[src/rtl/msg_deframer.sv]
// msg_deframer: splits header-framed PipeInLast words into method-tagged payload beats with length checking
module msg_deframer #(
   parameter int width = 32,
   parameter int DEPTH = 4
) (
   input  logic             CLK,
   input  logic             nRST,
   input  logic             in_enq__ENA,
   input  logic [width-1:0] in_enq_v,
   input  logic             in_enq_last,
   output logic             in_enq__RDY,
   output logic             out_enq__ENA,
   output logic [width-1:0] out_enq_v,
   output logic [15:0]      out_enq_method,
   output logic             out_enq_last,
   output logic             out_enq_empty,
   input  logic             out_enq__RDY,
   output logic             err_short,
   output logic             err_long,
   output logic [31:0]      msg_count,
   output logic [15:0]      err_count
);
   localparam int AW = $clog2(DEPTH);
   typedef enum logic [1:0] {HDR, PAYLOAD, DRAIN} state_t;
   typedef struct packed {
      logic [width-1:0] v;
      logic [15:0]      m;
      logic             l;
      logic             e;
   } beat_t;
   state_t        state, nstate;
   logic [15:0]   remaining, nrem, method, nmeth, hlen, hmeth;
   beat_t         mem [DEPTH];
   beat_t         pb, head;
   logic [AW-1:0] wr, rd;
   logic [AW:0]   cnt;
   logic          full, empty, xfer, pop, push, e_s, e_l, done;
   assign hlen = in_enq_v[15:0];
   assign hmeth = 16'(in_enq_v[width-1:16]);
   assign full = cnt == (AW+1)'(DEPTH);
   assign empty = cnt == '0;
   assign in_enq__RDY = nRST && (state == DRAIN || !full);
   assign xfer = in_enq__ENA && in_enq__RDY;
   assign pop = !empty && out_enq__RDY;
   assign head = empty ? '0 : mem[rd];
   assign out_enq__ENA = !empty;
   assign {out_enq_v, out_enq_method, out_enq_last, out_enq_empty} = head;
   always_comb begin
      nstate = state;
      nrem = remaining;
      nmeth = method;
      push = 1'b0;
      pb = '0;
      e_s = 1'b0;
      e_l = 1'b0;
      done = 1'b0;
      if (xfer) begin
         if (state == HDR) begin
            nmeth = hmeth;
            pb.m = hmeth;
            pb.l = 1'b1;
            pb.e = 1'b1;
            if (hlen == 16'd0) begin
               e_l = 1'b1;
               nstate = in_enq_last ? HDR : DRAIN;
            end else if (hlen == 16'd1) begin
               push = 1'b1;
               done = in_enq_last;
               e_l = !in_enq_last;
               nstate = in_enq_last ? HDR : DRAIN;
            end else if (in_enq_last) begin
               push = 1'b1;
               e_s = 1'b1;
            end else begin
               nrem = hlen - 16'd1;
               nstate = PAYLOAD;
            end
         end else if (state == PAYLOAD) begin
            push = 1'b1;
            pb.v = in_enq_v;
            pb.m = method;
            pb.l = in_enq_last || remaining == 16'd1;
            nrem = remaining - 16'd1;
            if (remaining == 16'd1) begin
               done = in_enq_last;
               e_l = !in_enq_last;
               nstate = in_enq_last ? HDR : DRAIN;
            end else if (in_enq_last) begin
               e_s = 1'b1;
               nstate = HDR;
            end
         end else if (in_enq_last) begin
            nstate = HDR;
         end
      end
   end
   always_ff @(posedge CLK or negedge nRST) begin
      if (!nRST) begin
         state <= HDR;
         remaining <= '0;
         method <= '0;
         wr <= '0;
         rd <= '0;
         cnt <= '0;
         err_short <= 1'b0;
         err_long <= 1'b0;
         msg_count <= '0;
         err_count <= '0;
      end else begin
         state <= nstate;
         remaining <= nrem;
         method <= nmeth;
         wr <= wr + AW'(push);
         rd <= rd + AW'(pop);
         cnt <= cnt + (AW+1)'(push) - (AW+1)'(pop);
         err_short <= e_s;
         err_long <= e_l;
         msg_count <= msg_count + 32'(done);
         err_count <= err_count + 16'((e_s || e_l) && err_count != 16'hFFFF);
      end
   end
   always_ff @(posedge CLK) begin
      if (push) mem[wr] <= pb;
   end
endmodule
[config.mk]
export PLATFORM = sky130hd
export DESIGN_NAME = msg_deframer
export DESIGN_NICKNAME = d
export VERILOG_FILES = /design/src/rtl/msg_deframer.sv
export SDC_FILE = /design/constraint.sdc
export NUM_CORES = 1
export LEC_CHECK = 0
export ABC_CLOCK_PERIOD_IN_PS = 8500
export BUFFER_PORTS_ARGS = -buffer_cell sky130_fd_sc_hd__buf_2
export CAP_MARGIN = 20
export CORE_UTILIZATION = 52
export CTS_CLUSTER_DIAMETER = 80
export DETAILED_ROUTE_END_ITERATION = 12
export GPL_TIMING_DRIVEN = 0
export MAX_ROUTING_LAYER = met4
export PLACE_DENSITY = 0.75
export SLEW_MARGIN = 40
export SYNTH_ARGS = -nofsm -noshare
export SYNTH_HDL_FRONTEND = slang
export SYNTH_SLANG_ARGS = --single-unit
[constraint.sdc]
create_clock -name CLK -period 8.5 [get_ports CLK]
set_input_delay 0.85 -clock CLK [delete_from_list [all_inputs] [get_ports CLK]]
set_output_delay 0.85 -clock CLK [all_outputs]
set_load 0.05 [all_outputs]
Yosys cells after proc, flatten, opt, wreduce, memory -nomap -nowiden
Memories as Yosys holds them, arrays and structs flattened.
Index checks and enable logic that the tools add are counted.
Storage, ports and cells
  flip-flop bits (word level): 91
  RAM bits: 200
  output and inout port bits: 102
  memories kept: 1
Operators by class
  add/sub/neg operators: 8
  eq/ne operators: 10
  muxes and demuxes: 45
  reduce and logical (&&, ||, !) cells: 17
Memory list
  mem: depth 4, width 50, rd ports 1, clocked after memory_dff 0, wr ports 1, RTL line 33  | beat_t mem [DEPTH];
Operators with widths (count)
  50-bit two-way mux: 2
  16-bit two-way mux: 5
  49-bit two-way mux: 1
  32-bit by 1-bit adder with 32-bit output: 1
  16-bit by 1-bit == test with 1-bit output, second input constant: 2
  32-bit two-way mux: 1
  16-bit by 1-bit subtractor with 16-bit output, second input constant: 2
  1-bit two-way mux: 27
  17-bit two-way mux: 1
  16-bit by 1-bit adder with 16-bit output: 1
  16-bit zero test: 1
  2-bit two-way mux: 8
  16-bit inequality test, second input constant: 1
  2-bit inequality test, second input constant: 3
  5-bit AND reduction: 1
  2-bit by 1-bit adder with 2-bit output: 2
  1-bit logical AND: 4
  4-bit by 2-bit inequality test with 1-bit output, second input constant: 1
  2-bit AND reduction: 2
  3-bit by 1-bit adder with 3-bit output: 1
  3-bit == test, second input constant: 1
  1-bit zero test: 3
  3-bit zero test: 1
  1-bit logical OR: 3
  other kinds (5): 5

Logic depth before layout (Yosys ltp)
  word-level depth: 9
  mapped depth: 15
  mapped depth without buffers: 13

Worst setup path before layout
Ideal clock, no wire load.
  path type: input to register
  from: in in_enq_v[8]
  to: mem mem[1][0] in the netlist's numbering (enable)
  data arrival time: 7.324 ns
  data required time: 7.901 ns
  slack: 0.576 ns
  stages: 5
  path buffers: 0
  cell sequence: or4_4 nor3_1 a31o_2 a21oi_1 nor4b_1
Between the ends
  longest elaborated chain between the ends: 7
  elaborated cells on any way between the ends: 8
RTL lines
  from (decl): RTL line 9  | input logic [width-1:0] in_enq_v,
  16-bit by 1-bit == test with 1-bit output: RTL line 66  | end else if (hlen == 16'd1) begin
  1-bit two-way mux: RTL line 66
  1-bit two-way mux *: RTL line 63  | if (hlen == 16'd0) begin
  1-bit two-way mux *: RTL line 58  | if (state == HDR) begin
  1-bit two-way mux *: RTL line 57  | if (xfer) begin
  1-bit two-way mux *: RTL line 123  | if (push) mem[wr] <= pb;
  1-bit two-way mux (implied by the code) *: RTL line 123
  to (decl): RTL line 33
Mark *: on every way between the ends. The rest lies on a longest branch, timed or not.

Worst setup path in the final report
  from: reg remaining[7]
  to: reg msg_count[31]
Between the ends
  longest elaborated chain between the ends: 6
RTL lines
  from (decl): RTL line 32  | logic [15:0] remaining, nrem, method, nmeth, hlen, hmeth;
  from (signal assigned): RTL line 111  | remaining <= nrem;
  16-bit by 1-bit == test with 1-bit output: RTL line 84  | if (remaining == 16'd1) begin
  1-bit two-way mux: RTL line 84
  1-bit two-way mux: RTL line 78  | end else if (state == PAYLOAD) begin
  1-bit two-way mux: RTL line 58
  1-bit two-way mux: RTL line 57
  32-bit by 1-bit adder with 32-bit output: RTL line 118  | msg_count <= msg_count + 32'(done);
  to (signal assigned): RTL line 118
  to (decl): RTL line 20  | output logic [31:0] msg_count,
Every way passes these cells.
A chain may end at the register's enable or synchronous reset.

==> metrics <==
status=complete, no violations; CTS tree=done; Post-Route WL=27100 µm; CP Max Fanout=8; core area=23600 µm²; Arr. time, crit path=4560 ps; register area share after synthesis=65.7%; skew final=6.92 ps; Min Hold Slack=157 ps; starting density of the core=53.4%; synthesized net count=893; Clk pwr share=24.6%; Yosys reg bits=291; Async SR Flop Fraction=31.3%; endpoints failing hold=0; Worst Setup SP=remaining[7]$_DFFE_PN0P_; setup TNS=0 ps; die height=158 µm; predominant post-synthesis flop cell=edfxtp_1; Max rail drop VDD=0.000247 V; fin cells=1400; Sw Pwr=1970 µW; Worst-path clk slew=60 ps; CTS Buf Count=29; top sig layer=met4; Layout Nets=1107; worst reg2reg startpoint=remaining[7]$_DFFE_PN0P_; Synth cell types=55; part of the power in combinational logic=38.6%; first-pass GRT wire length=42600 µm; largest net degree at the start of global routing=71; PostCTS Resize Cnt=0; Core Util, Final=63.4%; CTS Root Cell=clkbuf_16; Mapped Avg Cell Area=15.0 µm²; register area=8280 µm²; R2R cell count=12; final period utilization=48.3%; met2 WL post-DR=13200 µm; HPWL Detailed=19500 µm; remaining antenna violation count=0; DR WL met3=1840 µm; Req. time, crit path=8960 ps; antenna violations before repair=2; GR Overflow Total=0; internal power=3150 µW; Mapped Cells=842; Worst-Margin Slew=774 ps; # Max-Cap Violations=0; P&R area growth vs syn=18.8%; Worst Slack Setup Final=4390 ps; Pre-Repair DR Iteration Count=5; Iteration-0 DRC Markers=612; residual DRC count=0; area of the multi-input gates=4130 µm²; Leak=0.00605 µW; Post-Place Cells=1344; M1 WL=11600 µm; crit path kind=reg2reg; share of layout cells above drive strength 1=29.2%; Fillers=1777; Die Width=158 µm; Syn. warnings=0; RSZ-0062 raised after global routing=false; clk buf depth=3; row cnt=56; drt wl/cell=19.4 µm; sequential share of power=36.8%; Worst-Skew Late Latency=540 ps; max-slew violations=0; fmax=244 MHz; via count=7873; vias in the first global route=7901; postcts setup bufs=0; worst hold path type=in2async; CP Capture Type=flop; H-tree Lvls=1; gpl congestion=0.913; relative slew slack=48.1%; Worst setup SP type=flop; Synth Cell Area=12600 µm²; # IOs=139; clk sinks=291; hold buffer count at cts=0; Setup Viol. Count Final=0; port bufs=138; Power Dens Cells=342 nW/µm²; Total GRT Usage=23.3%; dpl ws=3880 ps; sw frac=38.4%; Final Critical Period=4110 ps; DIE AREA=24900 µm²; drt via density=5.62; EDFF count, synth=200
through the flow:
stage          cell area [µm²]  total power [µW]
6_report                 15000              5120
3_3_place_gp             13700              3840
4_1_cts                  15000              5160
5_1_grt                  15000              5360
3_5_place_dp             14000              3900
2_1_floorplan            12600              3390
cell usage in the layout (no fill, tap or decap), types with 9 or more instances in the layout:
| cell type | netlist | final |
|---|---|---|
| a22o_1 | 17 | 17 |
| dfrtp_1 | 91 | 91 |
| mux4_2 | 50 | 50 |
| xor2_1 | 24 | 24 |
| a21oi_1 | 18 | 18 |
| nand4_1 | 13 | 13 |
| xnor2_1 | 35 | 35 |
| buf_2 | 2 | 178 |
| inv_1 | 18 | 18 |
| nor2_1 | 33 | 33 |
| edfxtp_1 | 200 | 200 |
| o21ai_0 | 21 | 21 |
| or3_1 | 9 | 9 |
| clkbuf_16 | 0 | 29 |
| mux2_2 | 16 | 16 |
| and3_1 | 39 | 39 |
| ha_1 | 13 | 13 |
| clkbuf_1 | 36 | 37 |
| nor3_1 | 26 | 24 |
| nand3_1 | 24 | 24 |
| nand2_1 | 33 | 33 |
| nor2b_1 | 52 | 52 |
worst paths after layout:
kind                                           endpoint  slack, ps
worst max register to register  msg_count[31]$_DFF_PN0_       4390
min in group CLK                msg_count[31]$_DFF_PN0_        480
worst min-delay path            err_count[11]$_DFF_PN0_        160
max in group asynchronous         method[9]$_DFFE_PN0P_       7730
worst min register to register  msg_count[31]$_DFF_PN0_        480
worst max-delay path            msg_count[31]$_DFF_PN0_       4390
layer usage:
layer / vias to the layer above / global-route usage (%)
met4: 0 / 5.92
met5: - / -
li1: 3633 / -
met1: 3899 / 30.7
met3: 44 / 3.91
met2: 297 / 37.7
power by group through the flow:
stage	registers, µW	clock network [µW]	logic (µW)
after floorplan	1920	0	1470
final	1890	1260	1980
after global placement	1920	0	1920
after global routing	1910	1330	2120
after detailed placement	1910	0	1990
after CTS	1880	1280	2000
worst max-delay path, cell delays in order (launching register included):
cell and delay [ps]:
dfrtp_1 480, nor4_1 680, nand3b_1 210, or3_1 390, clkbuf_1 190, o21a_1 200, nor3_1 170, ha_1 230
nand3_1 150, nor3_1 580, nand4_1 360, nor2_1 210, xor2_1 160
cells by family (layout without fill, tap and decap cells):
group,count (synthesis),count (layout),synth area share (%)
simple gates,266,266,11.8
xor+xnor,59,59,4.10
compound gates,85,85,4.61
buf+inv,60,297,1.90
other cells,0,2,0
flops,291,291,65.7
mux,67,67,10.4
fa+ha+maj,14,14,1.45
flip-flops by register name (all words and copies together), names as in the netlist:
name	count
err_long	1
err_count	16
mem	200
err_short	1
rd	2
cnt	3
method	16
wr	2
remaining	16
msg_count	32
state	2
cell type report:
class / count / area share [%]
plain buffers: 42 / 1.19
repair buffers: 183 / 6.48
clock buffers: 34 / 4.97
flip-flops and latches: 291 / 55.3
inverters: 18 / 0.451
well taps: 319 / 2.67
diodes: 2 / 0.0334
clock inverters: 20 / 1.32
multi-input cells: 491 / 27.6
cell usage after synthesis, types with 2 or more instances:
cell / n / area share [%]
mux2_2: 16 / 1.4
buf_2: 2 / 0.079
and4_1: 3 / 0.21
a21o_1: 2 / 0.12
a32oi_1: 2 / 0.14
nor2b_1: 52 / 2.6
nor3_1: 26 / 1.0
nor2_1: 33 / 0.98
mux4_2: 50 / 8.9
xor2_1: 24 / 1.7
xnor2_1: 35 / 2.4
a22oi_1: 4 / 0.24
o2bb2ai_1: 3 / 0.21
a31oi_1: 5 / 0.25
nand4b_1: 2 / 0.14
edfxtp_1: 200 / 48
inv_1: 18 / 0.54
nand4_1: 13 / 0.65
and2_1: 5 / 0.25
or4_1: 5 / 0.30
or2_2: 3 / 0.15
o21ai_0: 21 / 0.83
dfrtp_1: 91 / 18
buf_1: 2 / 0.060
nor4b_1: 3 / 0.21
or3_1: 9 / 0.45
a22o_1: 17 / 1.2
a21oi_1: 18 / 0.71
nand2_1: 33 / 0.98
ha_1: 13 / 1.3
clkbuf_1: 36 / 1.1
o31a_1: 4 / 0.28
nor4_1: 7 / 0.35
nor3b_1: 3 / 0.18
and3_1: 39 / 1.9
nand3_1: 24 / 0.95
No activity file was read; power rests on OpenSTA's default activity.
